## src/rtl/counter_ctrl_pkg.sv

```systemverilog
// Shared types for the counter load/count controller: FSM states, result
// codes and the width of the per-request cycle counter.
package counter_ctrl_pkg;

   typedef enum logic [1:0] {
      ST_IDLE  = 2'd0,
      ST_LOAD  = 2'd1,
      ST_COUNT = 2'd2,
      ST_RESP  = 2'd3
   } state_t;

   typedef enum logic [1:0] {
      STAT_OK       = 2'd0,
      STAT_TIMEOUT  = 2'd1,
      STAT_MISMATCH = 2'd2
   } status_t;

   localparam int          CYCLES_W   = 16;
   localparam logic [15:0] CYCLES_MAX = 16'hFFFF;

   // Cycle counter increment that sticks at all-ones instead of wrapping.
   function automatic logic [15:0] sat_inc(input logic [15:0] val);
      return (val == CYCLES_MAX) ? val : val + 16'd1;
   endfunction

endpackage

```

## src/rtl/counter_load_ctrl.sv

```systemverilog
// Loads an external counter with a start value, steps it up to an end value
// while checking every value it reports, and returns a status/cycle result.
//
// state    | meaning
// ---------+-------------------------------------------------------------
// ST_IDLE  | ready for a request; req_ready high
// ST_LOAD  | ld_enb/data_in driven for one cycle; expected and cycles reset
// ST_COUNT | compare count_out with expected; step while below end/timeout
// ST_RESP  | done_valid held with status and cycles until done_ready
module counter_load_ctrl
   import counter_ctrl_pkg::*;
#(
   parameter int WIDTH   = 8,
   parameter int TIMEOUT = 1023
) (
   input  logic             clk,
   input  logic             rst,
   input  logic             req_valid,
   output logic             req_ready,
   input  logic [WIDTH-1:0] req_start,
   input  logic [WIDTH-1:0] req_end,
   output logic             ld_enb,
   output logic [WIDTH-1:0] data_in,
   output logic             count_enb,
   input  logic [WIDTH-1:0] count_out,
   output logic             done_valid,
   input  logic             done_ready,
   output logic [1:0]       done_status,
   output logic [15:0]      done_cycles
);

   localparam logic [15:0] TIMEOUT_C = 16'(TIMEOUT);

   state_t             r_state;
   logic [WIDTH-1:0]   r_start;
   logic [WIDTH-1:0]   r_end;
   logic [WIDTH-1:0]   r_expected;
   logic [15:0]        r_cycles;
   logic               r_req_ready;
   logic               r_ld_enb;
   logic [WIDTH-1:0]   r_data_in;
   logic               r_done_valid;
   status_t            r_done_status;
   logic [15:0]        r_done_cycles;

   state_t             w_state_nxt;
   status_t            w_status_nxt;
   logic               w_match;
   logic               w_at_end;
   logic               w_below_tmo;

   assign w_match     = (count_out == r_expected);
   assign w_at_end    = (count_out == r_end);
   assign w_below_tmo = (r_cycles < TIMEOUT_C);

   // Step the counter only while it tracks expected and has room to go, so it stops exactly on end.
   assign count_enb = (r_state == ST_COUNT) && w_match && !w_at_end && w_below_tmo;

   // Next-state decode; in COUNT a mismatch outranks reaching end, which outranks timeout.
   always_comb begin
      w_state_nxt  = r_state;
      w_status_nxt = STAT_OK;
      case (r_state)
         ST_IDLE: begin
            if (req_valid && r_req_ready) w_state_nxt = ST_LOAD;
         end
         ST_LOAD: begin
            w_state_nxt = ST_COUNT;
         end
         ST_COUNT: begin
            if (!w_match) begin
               w_state_nxt  = ST_RESP;
               w_status_nxt = STAT_MISMATCH;
            end else if (w_at_end) begin
               w_state_nxt  = ST_RESP;
               w_status_nxt = STAT_OK;
            end else if (r_cycles == TIMEOUT_C) begin
               w_state_nxt  = ST_RESP;
               w_status_nxt = STAT_TIMEOUT;
            end
         end
         ST_RESP: begin
            if (done_ready) w_state_nxt = ST_IDLE;
         end
         default: begin
            w_state_nxt = ST_IDLE;
         end
      endcase
   end

   // State register plus every registered output; outputs change on the edge that enters a state.
   always_ff @(posedge clk) begin
      if (rst) begin
         r_state       <= ST_IDLE;
         r_start       <= '0;
         r_end         <= '0;
         r_expected    <= '0;
         r_cycles      <= '0;
         r_req_ready   <= 1'b1;
         r_ld_enb      <= 1'b0;
         r_data_in     <= '0;
         r_done_valid  <= 1'b0;
         r_done_status <= STAT_OK;
         r_done_cycles <= '0;
      end else begin
         r_state <= w_state_nxt;
         case (r_state)
            ST_IDLE: begin
               if (w_state_nxt == ST_LOAD) begin
                  r_start     <= req_start;
                  r_end       <= req_end;
                  r_ld_enb    <= 1'b1;
                  r_data_in   <= req_start;
                  r_req_ready <= 1'b0;
               end
            end
            ST_LOAD: begin
               r_ld_enb   <= 1'b0;
               r_data_in  <= '0;
               r_expected <= r_start;
               r_cycles   <= '0;
            end
            ST_COUNT: begin
               if (count_enb) begin
                  r_expected <= r_expected + WIDTH'(1);
                  r_cycles   <= sat_inc(r_cycles);
               end
               if (w_state_nxt == ST_RESP) begin
                  r_done_valid  <= 1'b1;
                  r_done_status <= w_status_nxt;
                  r_done_cycles <= r_cycles;
               end
            end
            ST_RESP: begin
               if (w_state_nxt == ST_IDLE) begin
                  r_done_valid <= 1'b0;
                  r_req_ready  <= 1'b1;
               end
            end
            default: begin
               r_req_ready <= 1'b1;
            end
         endcase
      end
   end

   assign req_ready   = r_req_ready;
   assign ld_enb      = r_ld_enb;
   assign data_in     = r_data_in;
   assign done_valid  = r_done_valid;
   assign done_status = r_done_status;
   assign done_cycles = r_done_cycles;

endmodule

```

## config.mk

```make
export PLATFORM = sky130hd
export DESIGN_NAME = counter_load_ctrl
export DESIGN_NICKNAME = d
export VERILOG_FILES = /design/src/rtl/counter_ctrl_pkg.sv /design/src/rtl/counter_load_ctrl.sv
export SDC_FILE = /design/constraint.sdc
export NUM_CORES = 1
export LEC_CHECK = 0
export CAP_MARGIN = 20
export CORE_MARGIN = 8
export CORE_UTILIZATION = 50
export DETAILED_ROUTE_END_ITERATION = 8
export GPL_ROUTABILITY_DRIVEN = 1
export HOLD_SLACK_MARGIN = 0.08
export MAX_ROUTING_LAYER = met4
export PLACE_DENSITY = 0.76
export SLEW_MARGIN = 20
export SYNTH_ARGS = -nofsm -noshare
export SYNTH_HDL_FRONTEND = slang
export SYNTH_SLANG_ARGS = --single-unit
```

## constraint.sdc

```tcl
create_clock -name clk -period 3.45 [get_ports clk]
set_input_delay 0.8625 -clock clk [delete_from_list [all_inputs] [get_ports clk]]
set_output_delay 0.8625 -clock clk [all_outputs]
set_load 0.01 [all_outputs]
```

==> Yosys cells after proc, flatten, opt, wreduce, memory -nomap -nowiden <==
Index checks and enable logic that the tools add are counted.
{ "classes": {"addsub": 2, "n_lt_le_gt_ge": 1, "eq_ne": 14, "muxes": 24, "reduce_logical": 18} }
{ "ops": {"columns": ["op", "n"], "rows": [
  ["two-way mux 16 bit", 2],
  ["case mux 16 bit (2 select lines)", 1],
  ["case mux 8 bit (2 select lines)", 2],
  ["adder 16 x 1 -> 16 bit, second input constant", 1],
  ["== test 16 x 10 -> 1 bit, second input constant", 1],
  ["== test 16 bit, second input constant", 1],
  ["== test 8 bit", 2],
  ["less-than comparator 16 x 10 -> 1 bit, second input constant", 1],
  ["two-way mux 8 bit", 2],
  ["two-way mux 2 bit", 6],
  ["AND reduction 3 bit", 3],
  ["adder 8 x 1 -> 8 bit, second input constant", 1],
  ["inequality test 2 bit, second input constant", 4],
  ["case mux 2 bit (4 select lines)", 1],
  ["AND reduction 2 bit", 4],
  ["nonzero test 2 bit", 4],
  ["two-way mux 1 bit", 7],
  ["== test 2 bit, second input constant", 3],
  ["case mux 1 bit (2 select lines)", 3],
  ["== test 2 x 1 -> 1 bit, second input constant", 2],
  ["logical AND 1 bit", 4],
  ["logical NOT 2 bit", 2],
  ["inequality test 2 x 1 -> 1 bit, second input constant", 1],
  ["logical NOT 1 bit", 1]
]} }
{ "totals": {"regBits": 71, "output_inout_bits": 30} }

==> Depth between registers and ports, before layout <==
Gate-level depths: netlist (run 1).
{ "logic_depth": {"depth_word": 8, "ltp_mapped": 8} }

==> Least setup slack after synthesis (run 1) <==
No wires, ideal clock.
{ "synth_path": {"kind": "input-to-output", "startpoint": "input count_out[6]", "endpoint": "output count_enb", "t_arrival_ps": 1783, "required_time_ps": 2588, "path_slack_ps": 805, "cell_stages": 5, "path_buffers": 0, "cell_sequence": "xor2_1 -> nor4_2 -> o211a_1 -> nand2_1 -> inv_1"} }
{ "synth_between": {"elab_chain_cells": 4} }
{ "synth_rtl": {"columns": ["element", "line", "source"], "rows": [
  ["from (decl)", "counter_load_ctrl.sv:25", "input logic [WIDTH-1:0] count_out,"],
  ["== test 8 bit (on tied branches)", "counter_load_ctrl.sv:52, counter_load_ctrl.sv:53", null],
  ["logical AND 1 bit / logical NOT 1 bit (equally long branches)", "counter_load_ctrl.sv:57", "assign count_enb = (r_state == ST_COUNT) && w_match && !w_at_end && w_below_tmo;"],
  ["logical AND 1 bit (*) (2 in series)", "counter_load_ctrl.sv:57", null],
  ["to (decl)", "counter_load_ctrl.sv:24", "output logic count_enb,"]
]} }
Mark *: on every way between the ends. The rest lies on a longest branch, timed or not.

==> Worst setup path after layout (run 1) <==
{ "layout_path": {"startpoint": "input count_out[2]", "endpoint": "output count_enb"} }
Same word-level chain as after synthesis.

==> metrics.yaml, run 1 <==
status: "finished clean"
drive_above_1_share: 0.09868
wl_per_cell_um: 14.38
clock.fmax_ghz: 0.3115
yosysWarningCount: 0
synth_sequential_area_ratio: 0.4354
worst_setup_slack_after_layout_ps: 240.2
hold_path_class: "flop to flop"
num_antenna_cells: 0
cts-root-buf: "sky130_fd_sc_hd__clkbuf_8"
clk_latency_ps: 340
cts_hold_buffers: 0
leakage_uw: 0.001488
period_minus_slack_ps: 3210
top_level_ports: 58
worst_clock_skew_ps: 4.768
filler_cell_count: 523
synth_flop_cell: "sky130_fd_sc_hd__dfxtp_1"
async_sr_flop_fraction: 0
worst_setup_path_start_kind: "input pin"
post_synth_inst_count: 390
die_x_um: 96.80
grt_use_total: 0.1685
num-nets-final: 481
timing_hold_violations_final: 0
hpwlAfterDp_mm: 5.511
fp.dieArea_sq_um: 9370
finalWeightedCongestion: 0.8685
vias_in_the_first_global_route: 2893
p_per_area_nw_per_um2: 442.4
synth_top_cells_by_area: "sky130_fd_sc_hd__dfxtp_1, sky130_fd_sc_hd__nand2_1, sky130_fd_sc_hd__mux2i_1"
totalWireLength_mm: 7.663
initial_core_util: 0.5141
numClockSinks: 71
post_synth_instance_area_sq_um: 3264
route.vias.total: 2912
max-cap-violations: 0
sequential_cell_area_sq_um: 1421
clock_tree.buffer_depth: 2
synth_nets: 420
portBuffers: 57
netlist.area_leader.share: 0.4354
maximum_number_of_pins_on_one_net_before_global_route_repair: 43
timing_worst_setup_path_type: "input pin to output pin"
synth_cell_type_count: 41
std_cell_rows: 29
yosys.cell_count.top_type: "sky130_fd_sc_hd__nand2_1"
cts_inserted_buffers: 9
synth_commonest_cells: "sky130_fd_sc_hd__nand2_1, sky130_fd_sc_hd__dfxtp_1, sky130_fd_sc_hd__a21oi_1"
coreArea_sq_um: 6350
crit_path_end_kind: "output pin"
worst-endpoint-required_ps: 2590
floorplan.die.height_um: 96.80
place_area_sq_um: 3948
footprint_of_the_multi_input_gates_sq_um: 1713
tritoncts: "built"
instance_count_after_placement_with_tap_cells_included: 516
max_slew.worst_pin.slew_ps: 780.8
drt.antenna.violating_nets: 0
areaGrowthSynthToFinish_pct: 27.41
overflow: 0
timing.critical_path.fanout_max: 2
grt_pass1_wl_mm: 13.14
grt_setup_unrepaired: "false"
synth_area_per_cell_sq_um: 8.370
antenna_found_initial: 0
finalCritPeriodShare: 0.9304
drtIter0Drc: 133
worst_ir_drop_vdd_mv: 0.3275
clk_transition_reported_paths_ps: 70
first_pass_iters: 4
final_cell_count_no_fill: 533
detailedPlace.worstSlack_ps: -184.7
drcViolationCount: 0
vias_per_cell: 5.463
ys_seq_elements: 71
finalMaxSlewViolations: 0
number_of_flops_mapped_to_enable_cells_by_yosys: 0
layout.cell_area.non_filler_sq_um: 4159
yosys.area.top_type: "sky130_fd_sc_hd__dfxtp_1"
htreeDepth: 3
setup_violations: 0
max_slew_margin: 0.4784
worstPathArrival_ps: 2350
==> where the power goes <==
| group | leakage (uW) | switching, uW | internal (uW) |
|---|---|---|---|
| Clock | 0.000109 | 296 | 391 |
| Combinational | 0.000803 | 142 | 124 |
| Sequential | 0.000576 | 33.2 | 853 |
| Total | 0.00149 | 472 | 1370 |
==> flip-flops by register name, indices dropped and copies added (netlist names) <==
| name | count |
|---|---|
| done_cycles | 16 |
| r_cycles | 16 |
| data_in | 8 |
| r_end | 8 |
| r_expected | 8 |
| r_start | 8 |
| done_status | 2 |
| r_state | 2 |
| done_valid | 1 |
| ld_enb | 1 |
| req_ready | 1 |
==> stage by stage <==
step,total power (uW),TNS [ps],hold WS [ps],util
finish,1840,0,454.8,0.6550
detailed placement,1171,-184.7,445.7,0.6217
global route,1926,0,465.6,0.6550
CTS,1858,0,456.8,0.6556
floorplan,1065,0,436.6,-
global placement,1164,-118.1,440.8,0.6217
==> final timing paths <==
check               startpoint     endpoint  slack [ps]  cells past startpoint
setup / recovery  count_out[2]    count_enb         240                      7
hold / removal      data_in[3]   data_in[3]         450                      2
setup reg to reg   r_cycles[0]  r_cycles[4]         970                      6
hold reg to reg     data_in[3]   data_in[3]         450                      2
==> cell usage in the layout, fill, tap and decap left out, types with 7 or more instances in the layout <==
cell type	netlist	final
sky130_fd_sc_hd__clkbuf_8	0	12
sky130_fd_sc_hd__or3_1	9	9
sky130_fd_sc_hd__clkdlybuf4s50_1	0	56
sky130_fd_sc_hd__o21ai_0	10	10
sky130_fd_sc_hd__and3_1	8	8
sky130_fd_sc_hd__nor2_1	16	16
sky130_fd_sc_hd__mux2i_1	24	24
sky130_fd_sc_hd__nand2_1	97	97
sky130_fd_sc_hd__nand3_1	9	9
sky130_fd_sc_hd__nand4_1	7	7
sky130_fd_sc_hd__xor2_1	9	9
sky130_fd_sc_hd__a21oi_1	36	36
sky130_fd_sc_hd__dfxtp_1	71	71
sky130_fd_sc_hd__xnor2_1	10	10
sky130_fd_sc_hd__buf_4	0	19
==> worst max-delay path: stages <==
cell and delay [ps]:
sky130_fd_sc_hd__clkdlybuf4s50_1 460, sky130_fd_sc_hd__xor2_1 190, sky130_fd_sc_hd__nor4_4 320, sky130_fd_sc_hd__o211a_1 220, sky130_fd_sc_hd__nand2_1 80, sky130_fd_sc_hd__inv_1 80, sky130_fd_sc_hd__clkbuf_2 130
==> cells by family after synthesis <==
| family | synth area share |
|---|---|
| and+or+nand+nor | 0.2626 |
| DFF | 0.4354 |
| AOI/OAI and AO/OA | 0.1299 |
| buffers and inverters | 0.03986 |
| muxes | 0.07359 |
| xor gates and xnor gates | 0.05098 |
| adders and majority gates | 0.007665 |
==> layout make-up <==
class / count / share of cell area
clock buffers: 13 / 0.04061
well taps: 77 / 0.02316
repair buffers: 76 / 0.1703
multi-input cells: 290 / 0.4119
inverters: 3 / 0.002708
flip-flops and latches: 71 / 0.3418
clock inverters: 3 / 0.009627
==> layer usage <==
layer  vias to the layer above  wire, um  global-route usage
met2                        65      3647              0.2714
met1                      1359      3374              0.1879
li1                       1478         -                   -
met3                        10       516             0.05548
met5                         -         0                   -
met4                         0       124             0.06864
==> repair_timing <==
| action | CTS | global route |
|---|---|---|
| pin swaps | 2 | 2 |
| resized for setup | 1 | 2 |
| cloned | 0 | 0 |
| setup buffers | 1 | 0 |
| endpoints found under the setup margin | 1 | 1 |
Note: power is estimated with default switching activity, not from simulation.
==> inputs of run 2 (changes only) <==
--- a/config.mk
+++ b/config.mk
@@ -17,3 +17,4 @@
 export SYNTH_ARGS = -nofsm -noshare
 export SYNTH_HDL_FRONTEND = slang
 export SYNTH_SLANG_ARGS = --single-unit
+export TNS_END_PERCENT = 1
==> constraint.sdc (replaced) <==
create_clock -name clk -period 3.7 [get_ports clk]
set_input_delay 0.925 -clock clk [delete_from_list [all_inputs] [get_ports clk]]
set_output_delay 0.925 -clock clk [all_outputs]
set_load 0.01 [all_outputs]
==> run 2 against run 1 <==
Against the previous run: die area unchanged; worst setup slack better by 4.4 ps; first-iteration DRC count rose by 37%; non-clock buffer count is 8 lower; register-to-register slack improved by 250 ps; clock skew rose by 9.1 ps; hold slack got worse by 2.4 ps; cell area fell by 0.99%; combinational power down 8.3%; routed wire length down 0.13%; largest power group unchanged; sequential share of layout area rose by 0.34 points.
==> metrics.yaml, run 2 (same netlist as run 1, synthesis figures left out) <==
grt_pass1_wl_mm: 13.21
route.vias.total: 2882
timing.critical_path.buf_inv: 3
num-nets-final: 473
worstSetupEndpoint: "count_enb"
clock_tree.buffer_depth: 2
worst_setup_path_start_kind: "input pin"
timing.critical_path.fanout_max: 2
finalWeightedCongestion: 0.8862
leakage_uw: 0.001458
timing.setup.tns_ps: 0
drcViolationCount: 0
max_slew_margin: 0.4876
finalMaxSlewViolations: 0
worst_r2r_path_depth: 6
r2r_setup_slack_ps: 1220
vias_in_the_first_global_route: 2935
antenna_found_initial: 0
place_area_sq_um: 3920
std_cell_rows: 29
overflow: 0
layout.cell_area.non_filler_sq_um: 4118
totalWireLength_mm: 7.653
hpwlAfterDp_mm: 5.421
critical_path_cell_count: 7
max_slew.worst_pin.slew_ps: 767.0
cts_inserted_buffers: 9
r2r_end: "r_cycles[4]"
grt_setup_unrepaired: "false"
worstPathArrival_ps: 2530
wl_per_cell_um: 14.58
initial_core_util: 0.5141
portBuffers: 57
htreeDepth: 3
areaGrowthSynthToFinish_pct: 26.14
timing_hold_violations_final: 0
worst_r2r_startpoint: "r_cycles[0]"
finalCritPeriodShare: 0.9339
period_minus_slack_ps: 3455
cp_cell_sequence: "clkdlybuf4s50_1, xor2_1, nor4_2, o211a_1, nand2_1, inv_1, dlygate4sd2_1"
final_common_cell: "sky130_fd_sc_hd__nand2_1"
hold_path_class: "flop to flop"
fp.dieArea_sq_um: 9370
clock.fmax_ghz: 0.2894
power_frac_seq: 0.490
setup_violations: 0
critical_path.startpoint: "count_out[0]"
switch_share: 0.2673
drt.antenna.violating_nets: 0
coreArea_sq_um: 6350
intPower_uw: 1238
worst_path_max_delay_cell: "sky130_fd_sc_hd__clkdlybuf4s50_1"
clk_latency_ps: 350
grt_use_total: 0.1701
p_per_area_nw_per_um2: 410.3
power.share.combinational: 0.144
floorplan.die.height_um: 96.80
drive_above_1_share: 0.08036
top_level_ports: 58
filler_cell_count: 540
worst_clock_skew_ps: 13.88
vias_per_cell: 5.490
maximum_number_of_pins_on_one_net_before_global_route_repair: 43
critical_path.max_stage_delay_ps: 450
critical_path.top_delay_family: "buffers and inverters"
num_antenna_cells: 0
max-cap-violations: 0
crit_path_end_kind: "output pin"
worst-endpoint-required_ps: 2770
final_util: 0.6485
net-switching-power_uw: 451.5
power.share.clock: 0.366
drtIter0Drc: 182
worst_ir_drop_vdd_mv: 0.2691
power.total_uw: 1690
die_x_um: 96.80
numClockSinks: 71
status: "finished clean"
first_pass_iters: 4
cts-root-buf: "sky130_fd_sc_hd__clkbuf_8"
hold-worst-slack_ps: 452.5
tritoncts: "built"
timing_worst_setup_path_type: "input pin to output pin"
clk_transition_reported_paths_ps: 70
layout_common_cells: "sky130_fd_sc_hd__nand2_1, sky130_fd_sc_hd__dfxtp_1, sky130_fd_sc_hd__clkdlybuf4s50_1, sky130_fd_sc_hd__a21oi_1, sky130_fd_sc_hd__mux2i_1"
-- run 2: cell count changes in the layout (fill, tap and decap cells not counted), sizes merged --
cell,previous run,this run
buf,19,11
clkbuf,14,11
dlygate4sd2,0,1
clkinv,2,4
-- run 2: repair_timing --
action / in CTS / in global routing
resized for setup: 1 / 0
endpoints found under the setup margin: 1 / 0
hold buffers: 0 / 0
setup buffers: 0 / 0
-- run 2: cell type report --
| type | count | area (sq um) | share of cell area |
|---|---|---|---|
| tap | 77 | 96.34 | 0.02340 |
| sequential | 71 | 1421 | 0.3452 |
| timing repair buffer | 68 | 676.9 | 0.1644 |
| clock buffer | 11 | 141.4 | 0.03434 |
| multi-input combinational | 290 | 1713 | 0.4160 |
| clock inverter | 5 | 57.56 | 0.01398 |
| inverter | 3 | 11.26 | 0.002735 |
-- run 2: routing by layer --
metal / track usage / vias up / routed length [um]
met5: - / - / 0
met4: 0.09231 / 0 / 218
li1: - / 1456 / -
met2: 0.2688 / 83 / 3466
met1: 0.1910 / 1325 / 3515
met3: 0.04694 / 18 / 453
-- run 2: how the worst min path moves through the flow --
stage	from	endpoint	slack [ps]	cells past startpoint
3_5_place_dp	data_in[0]	data_in[0]	450	2
3_3_place_gp	done_cycles[6]	done_cycles[6]	440	2
5_1_grt	done_valid	done_valid	480	2
2_1_floorplan	r_start[1]	r_start[1]	440	2
4_1_cts	data_in[0]	data_in[0]	460	2
6_report	data_in[0]	data_in[0]	450	2
-- run 2: metrics by stage --
step	cells	setup WS (ps)
4_1_cts	525	224.0
3_3_place_gp	509	9.086
6_report	525	244.6
2_1_floorplan	390	929.6
5_1_grt	525	109.6
3_5_place_dp	509	-39.32
-- run 2: worst register-to-register path: cells and delay by family, from the launching register on --
family	cells	cell delay, ps
AO/OA/AOI/OAI	1	150
AND/OR/NAND/NOR	4	1650
adder cells (fa/ha/maj)	1	260
flip-flops	1	360
-- run 2: power groups by stage --
stage / logic, uW / registers [uW] / clock network (uW)
3_3_place_gp: 239 / 843 / 0
3_5_place_dp: 244 / 844 / 0
4_1_cts: 245 / 827 / 633
5_1_grt: 272 / 832 / 666
6_report: 244 / 827 / 619
2_1_floorplan: 156 / 837 / 0
